--- config.mk ---
export PLATFORM = sky130hd
export DESIGN_NAME = buffer_read_ctrl
export DESIGN_NICKNAME = d
export VERILOG_FILES = /design/src/rtl/buffer_read_ctrl.sv
export SDC_FILE = /design/constraint.sdc
export NUM_CORES = 1
export LEC_CHECK = 0
export ABC_AREA = 1
export CORE_MARGIN = 2
export CORE_UTILIZATION = 48
export CTS_BUF_LIST = sky130_fd_sc_hd__clkbuf_4 sky130_fd_sc_hd__clkbuf_8
export DETAILED_ROUTE_END_ITERATION = 10
export PLACE_DENSITY = 0.86
export RECOVER_POWER = 100
export SLEW_MARGIN = 15
export SYNTH_ARGS = -nofsm -noshare
export SYNTH_HDL_FRONTEND = slang
export SYNTH_SLANG_ARGS = --single-unit
--- constraint.sdc ---
create_clock -name clk -period 4.5 [get_ports clk]
set_input_delay 0.9 -clock clk [delete_from_list [all_inputs] [get_ports clk]]
set_output_delay 0.9 -clock clk [all_outputs]
set_load 0.01 [all_outputs]
--- src/rtl/buffer_read_ctrl.sv ---
// buffer_read_ctrl: read side of a circular buffer; fetches entries through a 1-cycle-latency memory onto a valid/ready port.
module buffer_read_ctrl #(
    parameter int BufferWidth = 2,
    parameter int DataWidth   = 8
) (
    input  logic                   clk,
    input  logic                   aclr_n,
    input  logic                   clk_en,
    input  logic                   sclr,
    input  logic                   wr_en,
    output logic                   rd_en,
    output logic [BufferWidth-1:0] rd_addr,
    input  logic [DataWidth-1:0]   rd_data,
    output logic                   out_valid,
    input  logic                   out_ready,
    output logic [DataWidth-1:0]   out_data,
    output logic [BufferWidth:0]   count,
    output logic                   empty,
    output logic                   full,
    output logic                   overflow
);
    localparam logic [BufferWidth:0] Depth = {1'b1, {BufferWidth{1'b0}}};
    localparam logic [1:0] IDLE  = 2'd0;
    localparam logic [1:0] FETCH = 2'd1;
    localparam logic [1:0] HOLD  = 2'd2;

    logic [1:0]             state_q, state_d;
    logic [BufferWidth-1:0] rd_ptr_q, rd_ptr_d;
    logic [BufferWidth:0]   count_q, count_d;
    logic [DataWidth-1:0]   out_data_q, out_data_d;
    logic                   overflow_q, overflow_d;
    logic                   issue;

    assign issue = clk_en & ~sclr & (count_q != '0) &
                   ((state_q == IDLE) | ((state_q == HOLD) & out_ready));

    assign rd_en     = issue;
    assign rd_addr   = rd_ptr_q;
    // Valid is decoded from the state so an async reset drops it immediately.
    assign out_valid = (state_q == HOLD);
    assign out_data  = out_data_q;
    assign count     = count_q;
    assign empty     = (count_q == '0);
    assign full      = (count_q == Depth);
    assign overflow  = overflow_q;

    always_comb begin
        state_d    = state_q;
        rd_ptr_d   = rd_ptr_q;
        count_d    = count_q;
        out_data_d = out_data_q;
        overflow_d = overflow_q;
        if (clk_en && sclr) begin
            state_d    = IDLE;
            rd_ptr_d   = '0;
            count_d    = '0;
            out_data_d = '0;
            overflow_d = 1'b0;
        end else if (clk_en) begin
            rd_ptr_d   = issue ? rd_ptr_q + 1'b1 : rd_ptr_q;
            count_d    = (wr_en && !issue && !full) ? count_q + 1'b1 :
                         (issue && !wr_en)          ? count_q - 1'b1 : count_q;
            overflow_d = overflow_q | (wr_en & ~issue & full);
            state_d    = issue                          ? FETCH :
                         (state_q == FETCH)             ? HOLD  :
                         (state_q == HOLD && out_ready) ? IDLE  : state_q;
            out_data_d = (state_q == FETCH) ? rd_data : out_data_q;
        end
    end

    always_ff @(posedge clk or negedge aclr_n) begin
        if (!aclr_n) begin
            state_q    <= IDLE;
            rd_ptr_q   <= '0;
            count_q    <= '0;
            out_data_q <= '0;
            overflow_q <= 1'b0;
        end else begin
            state_q    <= state_d;
            rd_ptr_q   <= rd_ptr_d;
            count_q    <= count_d;
            out_data_q <= out_data_d;
            overflow_q <= overflow_d;
        end
    end
endmodule

==> key figures, run 1 <==
Run status
  • Status: complete, no violations

Final layout
  • Multi-input gate area: 333 um^2
  • Final-stage net count: roughly 160
  • FILL cells: 137
  • Diodes inserted: 0
  • Final Instance Count excl. Fillers: 165
  • Register area: ~400 um^2
  • Final Util: 70.0%
  • Layout area overhead: 37.6%
  • Layout cells sized above 1: about 5.7%

Floorplan
  • Cell Rows: 15
  • Die area: about 0.0022 mm^2
  • Initial Utilization: between 50% and 60%
  • Die height: 46.5 um
  • Die W: about 47 um
  • Core box area: ~0.0017 mm^2
  • IO Count: 32

Worst setup path
  • Worst setup path startpoint: clk_en
  • Most frequent CP cell: dlygate4sd3_1
  • WP data required: ~3.6 ns
  • WP data arrival: around 2.7 ns
  • CP Max Fanout: 5
  • Worst-path cell chain: dlygate4sd3_1 > nand2_1 > nor2_1 > nand3_1 > inv_1 > dlygate4sd3_1
  • R2R Path Start: count[0]
  • Setup CP Type: input pin to output pin
  • Crit-path max cell delay: between 0.6 and 0.7 ns
  • Crit. End Element: output pin
  • Startpoint types: input pin
  • Slowest cell on the critical path: dlygate4sd3_1

Clocking
  • CTS buffer count: 3
  • Longest Clk Path Bufs: 2
  • Setup Fix Bufs, Post-CTS: 0
  • Clk root buf: clkbuf_4
  • Clk_lat worst skew: 0.28 ns
  • Htree depth: 1
  • Hold_buf cts: 0
  • Clock-pin slew on the worst setup and hold paths: about 0.090 ns
  • CTS tree: yes
  • Cts repair resizes: 0
  • Clock sinks: 16

Logic synthesis
  • Sequential fraction of the synthesis area: ~46%
  • Top-count cell post-synth: inv_1
  • Top cells by count, synth: inv_1, nand2_1, dfrtp_1
  • Cell Area, Synth: 868 um^2
  • #FFs+latches synth: 16
  • Post-synthesis async set-or-reset flop share: 100%
  • Syn avg cell area: 8.19 um^2
  • Yosys Warn Count: 0
  • Post-synth EDFFs: 0
  • Area leader, netlist: dfrtp_1
  • Top cell type's share of synthesized area: a little under half
  • Synth unique cells: 22
  • Post-synth net total: ~120
  • Largest cells by area after synthesis: dfrtp_1, inv_1, nand2_1
  • Primary FF master, synth: dfrtp_1
  • Mapped Cells: approximately 110

Timing
  • Slew Viols, Final: 0
  • RSZ-0062 raised after global routing: no
  • Max Clock Freq: about 280 MHz
  • Setup TNS: 0 ns
  • Worst slew pin tran: ~0.71 ns
  • Final hold violation count: 0
  • Period minus WS final: roughly 3.6 ns
  • Worst slew margin: a little over half
  • PnR worst setup slack: approximately 0.87 ns
  • Clock skew: between 0.002 and 0.003 ns
  • # setup viols final: 0
  • Final hold slack: about 0.48 ns
  • Period utilisation layout: about four fifths

Drt
  • DRC Markers: 0
  • DR pass1 iterations: 7
  • Via count: roughly 800
  • DR iter-0 viols: 17
  • Routed len/inst: between 10 and 15 um
  • Vias/cell: about 4.9
  • Final wirelength: 1940 um
  • Antenna-violating nets left: 0

Power and ir drop
  • Leakage Power: between 0.0006 and 0.0007 uW
  • VDD IR max: roughly 0.37 mV
  • Power Density: between 400 and 500 mW/mm^2

Min path
  • Hold path start: rd_addr[1]
  • Hold Crit Class: flop to flop

GRT
  • First-pass GRT wire length: between 3000 and 4000 um
  • Largest net degree at the start of global routing: 17
  • Number of global-route vias before repair: roughly 760
  • Initial antenna violation count: 0
  • Total congestion overflow: 0
  • Total GRT Usage: a little over a fifth

Placed design
  • Number of port buffers: 31
  • Routability Congestion: between 0.8 and 0.9
  • DP Wirelength: 1530 um
  • Pre-CTS setup slack: approximately 1.1 ns
  • DP Cell Count: ~160

Job
  • Maxcap violations: 0
==> kinds of logic after synthesis <==
| group | count (synthesis) | share of synthesized area (%) |
|---|---|---|
| compound gates | 16 | 12.1 |
| fa+ha+maj | 1 | 2.31 |
| buf+inv | 26 | 11.2 |
| flops | 16 | 46.1 |
| simple gates | 47 | 28.2 |
==> critical path, delay by kind of cell <==
family / cells / cell delay [ns]
buf+inv: 3 / 1.30
simple gates: 3 / 0.53
==> per-layer routing <==
metal / GRT usage, % / share of wire (%) / vias to the layer above
met5: 0 / 0 / -
met4: 7.43 / 1.9 / 0
met3: 3.92 / 6.2 / 7
met2: 37.2 / 50 / 30
met1: 25.0 / 42 / 374
li1: - / - / 404
==> worst paths after layout <==
check / endpoint / slack (ns) / cells after the start
setup reg to reg: count[1] / 2.56 / 9
setup / recovery: rd_en / 0.87 / 6
hold / removal: rd_addr[1] / 0.48 / 1
hold reg to reg: rd_addr[1] / 0.48 / 1
min in group asynchronous: out_data[6] / 1.10 / 1
max in group asynchronous: count[0] / 2.95 / 1
==> where the power goes <==
group	internal [uW]	total (uW)	switching, uW	leakage (uW)
Combinational	130	288	158	0.000406
Clock	31.1	74.3	43.2	0.0000138
Sequential	188	218	30.4	0.000213
==> sequential cells by signal, indices dropped and copies added, names as in the netlist <==
name	count
out_data	8
count	3
rd_addr	2
state_q	2
overflow	1
==> placed cells by master (no fill, tap or decap), drive strengths merged <==
cell | Yosys | final
nor2 | 6 | 6
fa | 1 | 1
clkinv | 1 | 1
o41ai | 1 | 1
dfrtp | 16 | 16
o21a | 2 | 2
nand4 | 2 | 2
dlygate4sd3 | 0 | 19
inv | 25 | 25
clkdlybuf4s50 | 0 | 12
nand3 | 12 | 12
clkbuf | 0 | 3
o21ai | 12 | 12
o22ai | 1 | 1
nand2 | 26 | 26
nor3 | 1 | 1
==> per-stage QoR <==
step	instance area [um^2]	total power, uW
floorplan	868	396
global placement	1210	538
detailed placement	1210	546
CTS	1230	621
global route	1190	630
finish	1190	580
==> layout make-up <==
| class | count | area share (%) |
|---|---|---|
| tap | 25 | 2.62 |
| inverter | 26 | 8.17 |
| timing repair buffer | 31 | 26.0 |
| clock buffer | 3 | 1.88 |
| multi-input combinational | 64 | 27.9 |
| sequential | 16 | 33.5 |
Power figures use the tool's default switching activity.
==> run 2, diff against run 1 <==
- CORE_UTILIZATION: 48 -> 45
- PLACE_DENSITY: 0.86 -> 0.81
- clock period: 4.5 -> 3.75 ns (I/O delays scaled with it)
==> key figures, run 2 (synthesis results as in run 1) <==
Clocking
  • CTS buffer count: 3 (unchanged)
  • Htree depth: 1 (unchanged)
  • Cts repair resizes: 0 (unchanged)
  • Clock-pin slew on the worst setup and hold paths: 0.10 ns (was 0.09 ns)
  • Clk root buf: clkbuf_4 (unchanged)
  • Hold_buf cts: 0 (unchanged)
  • CTS tree: yes (unchanged)
  • Longest Clk Path Bufs: 2 (unchanged)
  • Setup Fix Bufs, Post-CTS: 0 (unchanged)
  • Clk_lat worst skew: 0.29 ns (was 0.28 ns)
  • Clock sinks: 16 (unchanged)

Final layout
  • Register area: 400 um^2 (unchanged)
  • Fin area: 0.00122 mm^2 (was 0.00119 mm^2)
  • Final-stage net count: 157 (unchanged)
  • FILL cells: 143 (was 137)
  • Final Util: 68.9% (was 70.0%)
  • Diodes inserted: 0 (unchanged)
  • Layout cells sized above 1: 7.09% (was 5.71%)
  • Most frequent cells in the layout: inv_1, nand2_1, dlygate4sd3_1 (unchanged)
  • Layout area overhead: 40.1% (was 37.6%)
  • Multi-input gate area: 340 um^2 (was 333 um^2)
  • Max reg flops: 8 (unchanged)
  • Final Instance Count excl. Fillers: 166 (was 165)

Worst setup path
  • Crit path max-delay family: buffers and inverters (unchanged)
  • Setup CP Type: input pin to output pin (unchanged)
  • Slowest cell on the critical path: dlygate4sd3_1 (unchanged)
  • WP data required: 3.00 ns (was 3.60 ns)
  • Startpoint types: input pin (unchanged)
  • Crit-path max cell delay: 0.62 ns (was 0.61 ns)
  • Crit. End Element: output pin (unchanged)
  • CP bufs+invs: 3 (unchanged)
  • CP Max Fanout: 5 (unchanged)
  • WP data arrival: 2.50 ns (was 2.73 ns)
  • Worst-path cell chain: dlygate4sd3_1 > nand2_1 > nor2_4 > nand3_1 > inv_1 > clkdlybuf4s50_1 (was dlygate4sd3_1 > nand2_1 > nor2_1 > nand3_1 > inv_1 > dlygate4sd3_1)

Floorplan
  • Core box area: 0.00176 mm^2 (was 0.00171 mm^2)
  • Die area: 0.00230 mm^2 (was 0.00217 mm^2)
  • Cell Rows: 15 (unchanged)
  • Die W: 47.9 um (was 46.5 um)
  • IO Count: 32 (unchanged)
  • Initial Utilization: 49.2% (was 50.8%)
  • Die height: 47.9 um (was 46.5 um)

GRT
  • First-pass GRT wire length: 3160 um (was 3150 um)
  • Largest net degree at the start of global routing: 17 (unchanged)
  • Total GRT Usage: 20.1% (was 21.0%)
  • Number of global-route vias before repair: 764 (was 759)
  • Initial antenna violation count: 0 (unchanged)
  • Total congestion overflow: 0 (unchanged)

Placed design
  • DP Wirelength: 1480 um (was 1530 um)
  • DP Cell Count: 162 (unchanged)
  • Number of port buffers: 31 (unchanged)
  • Post-DP Area: 0.00121 mm^2 (unchanged)
  • Routability Congestion: 0.915 (was 0.826)

Power and ir drop
  • Clk network pwr share: 15.8% (was 12.8%)
  • Sequential share of power: 36.1% (was 37.6%)
  • Power Density: 601 mW/mm^2 (was 486 mW/mm^2)
  • Combinational Power Share: 48.1% (was 49.6%)
  • VDD IR max: 0.284 mV (was 0.372 mV)
  • Switch share: 39.2% (was 39.9%)
  • P_int: 444 uW (was 349 uW)
  • Leakage Power: 0.000639 uW (was 0.000632 uW)
  • P_sw: 287 uW (was 232 uW)

Timing
  • Period utilisation layout: between 80% and 90%
  • RSZ-0062 raised after global routing: no (unchanged)
  • Max Clock Freq: around 300 MHz
  • Worst slew pin tran: 0.689 ns (was 0.713 ns)
  • # setup viols final: 0 (unchanged)
  • Clock skew: 0.00405 ns (was 0.00270 ns)
  • Setup TNS: 0 ns (unchanged)
  • Slew Viols, Final: 0 (unchanged)
  • Final hold violation count: 0 (unchanged)
  • Period minus WS final: 3.25 ns
  • Worst slew margin: 53.9% (was 52.3%)

Drt
  • DR iter-0 viols: 7 (was 17)
  • Vias/cell: 4.84 (was 4.94)
  • Via count: 804 (was 815)
  • DRC Markers: 0 (unchanged)
  • Final wirelength: 1890 um (was 1940 um)
  • DR pass1 iterations: 4 (was 7)
  • Antenna-violating nets left: 0 (unchanged)
  • Routed len/inst: 11.4 um (was 11.8 um)

Job
  • Maxcap violations: 0 (unchanged)

Run status
  • Status: complete, no violations (unchanged)

Min path
  • Hold Crit Class: flop to flop (unchanged)
[run 2: changes by cell type in the layout (fill, tap and decap cells not counted)]
cell             delta
dlygate4sd3_1       -1
clkdlybuf4s50_1     +1
clkbuf_8            +1
nor2_1              -1
nor2_4              +1
[run 2: worst paths after layout]
check	startpoint	endpoint	slack (ns)	cells after the start
max	clk_en	rd_en	0.50	6
min in group asynchronous	aclr_n	state_q[1]	0.94	1
min reg2reg	rd_addr[0]	rd_addr[0]	0.52	1
min	rd_addr[0]	rd_addr[0]	0.52	1
max in group asynchronous	aclr_n	count[2]	2.38	1
max reg2reg	count[0]	count[1]	1.74	9
[run 2: power groups by stage]
stage          logic, uW  clock network [uW]  registers [uW]
6_report             352                 115             264
5_1_grt              398                 126             272
3_5_place_dp         387                   0             270
3_3_place_gp         379                   0             268
2_1_floorplan        189                   0             286
4_1_cts              389                 118             267
[run 2: stage by stage]
stage	worst slack [ns]	hold slack [ns]	total power, uW
after global placement	0.745	0.480	647
after floorplan	1.78	0.454	475
after detailed placement	0.692	0.494	657
after CTS	0.689	0.520	774
final	0.501	0.517	731
after global routing	0.350	0.532	796
[run 2: final cells by class]
class | instances | share of cell area (%)
Tap cell | 25 | 2.57
Clock buffer | 4 | 2.98
Timing Repair Buffer | 31 | 25.5
Sequential cell | 16 | 32.9
Multi-Input combinational cell | 64 | 28.0
Inverter | 26 | 8.02
[run 2: per-layer routing]
| metal | global-route usage (%) | vias to the layer above | share of wire (%) |
|---|---|---|---|
| met5 | 0 | - | 0 |
| met4 | 7.57 | 0 | 1.4 |
| met3 | 4.53 | 4 | 2.5 |
| met2 | 33.6 | 13 | 48 |
| met1 | 25.2 | 386 | 48 |
| li1 | - | 401 | - |
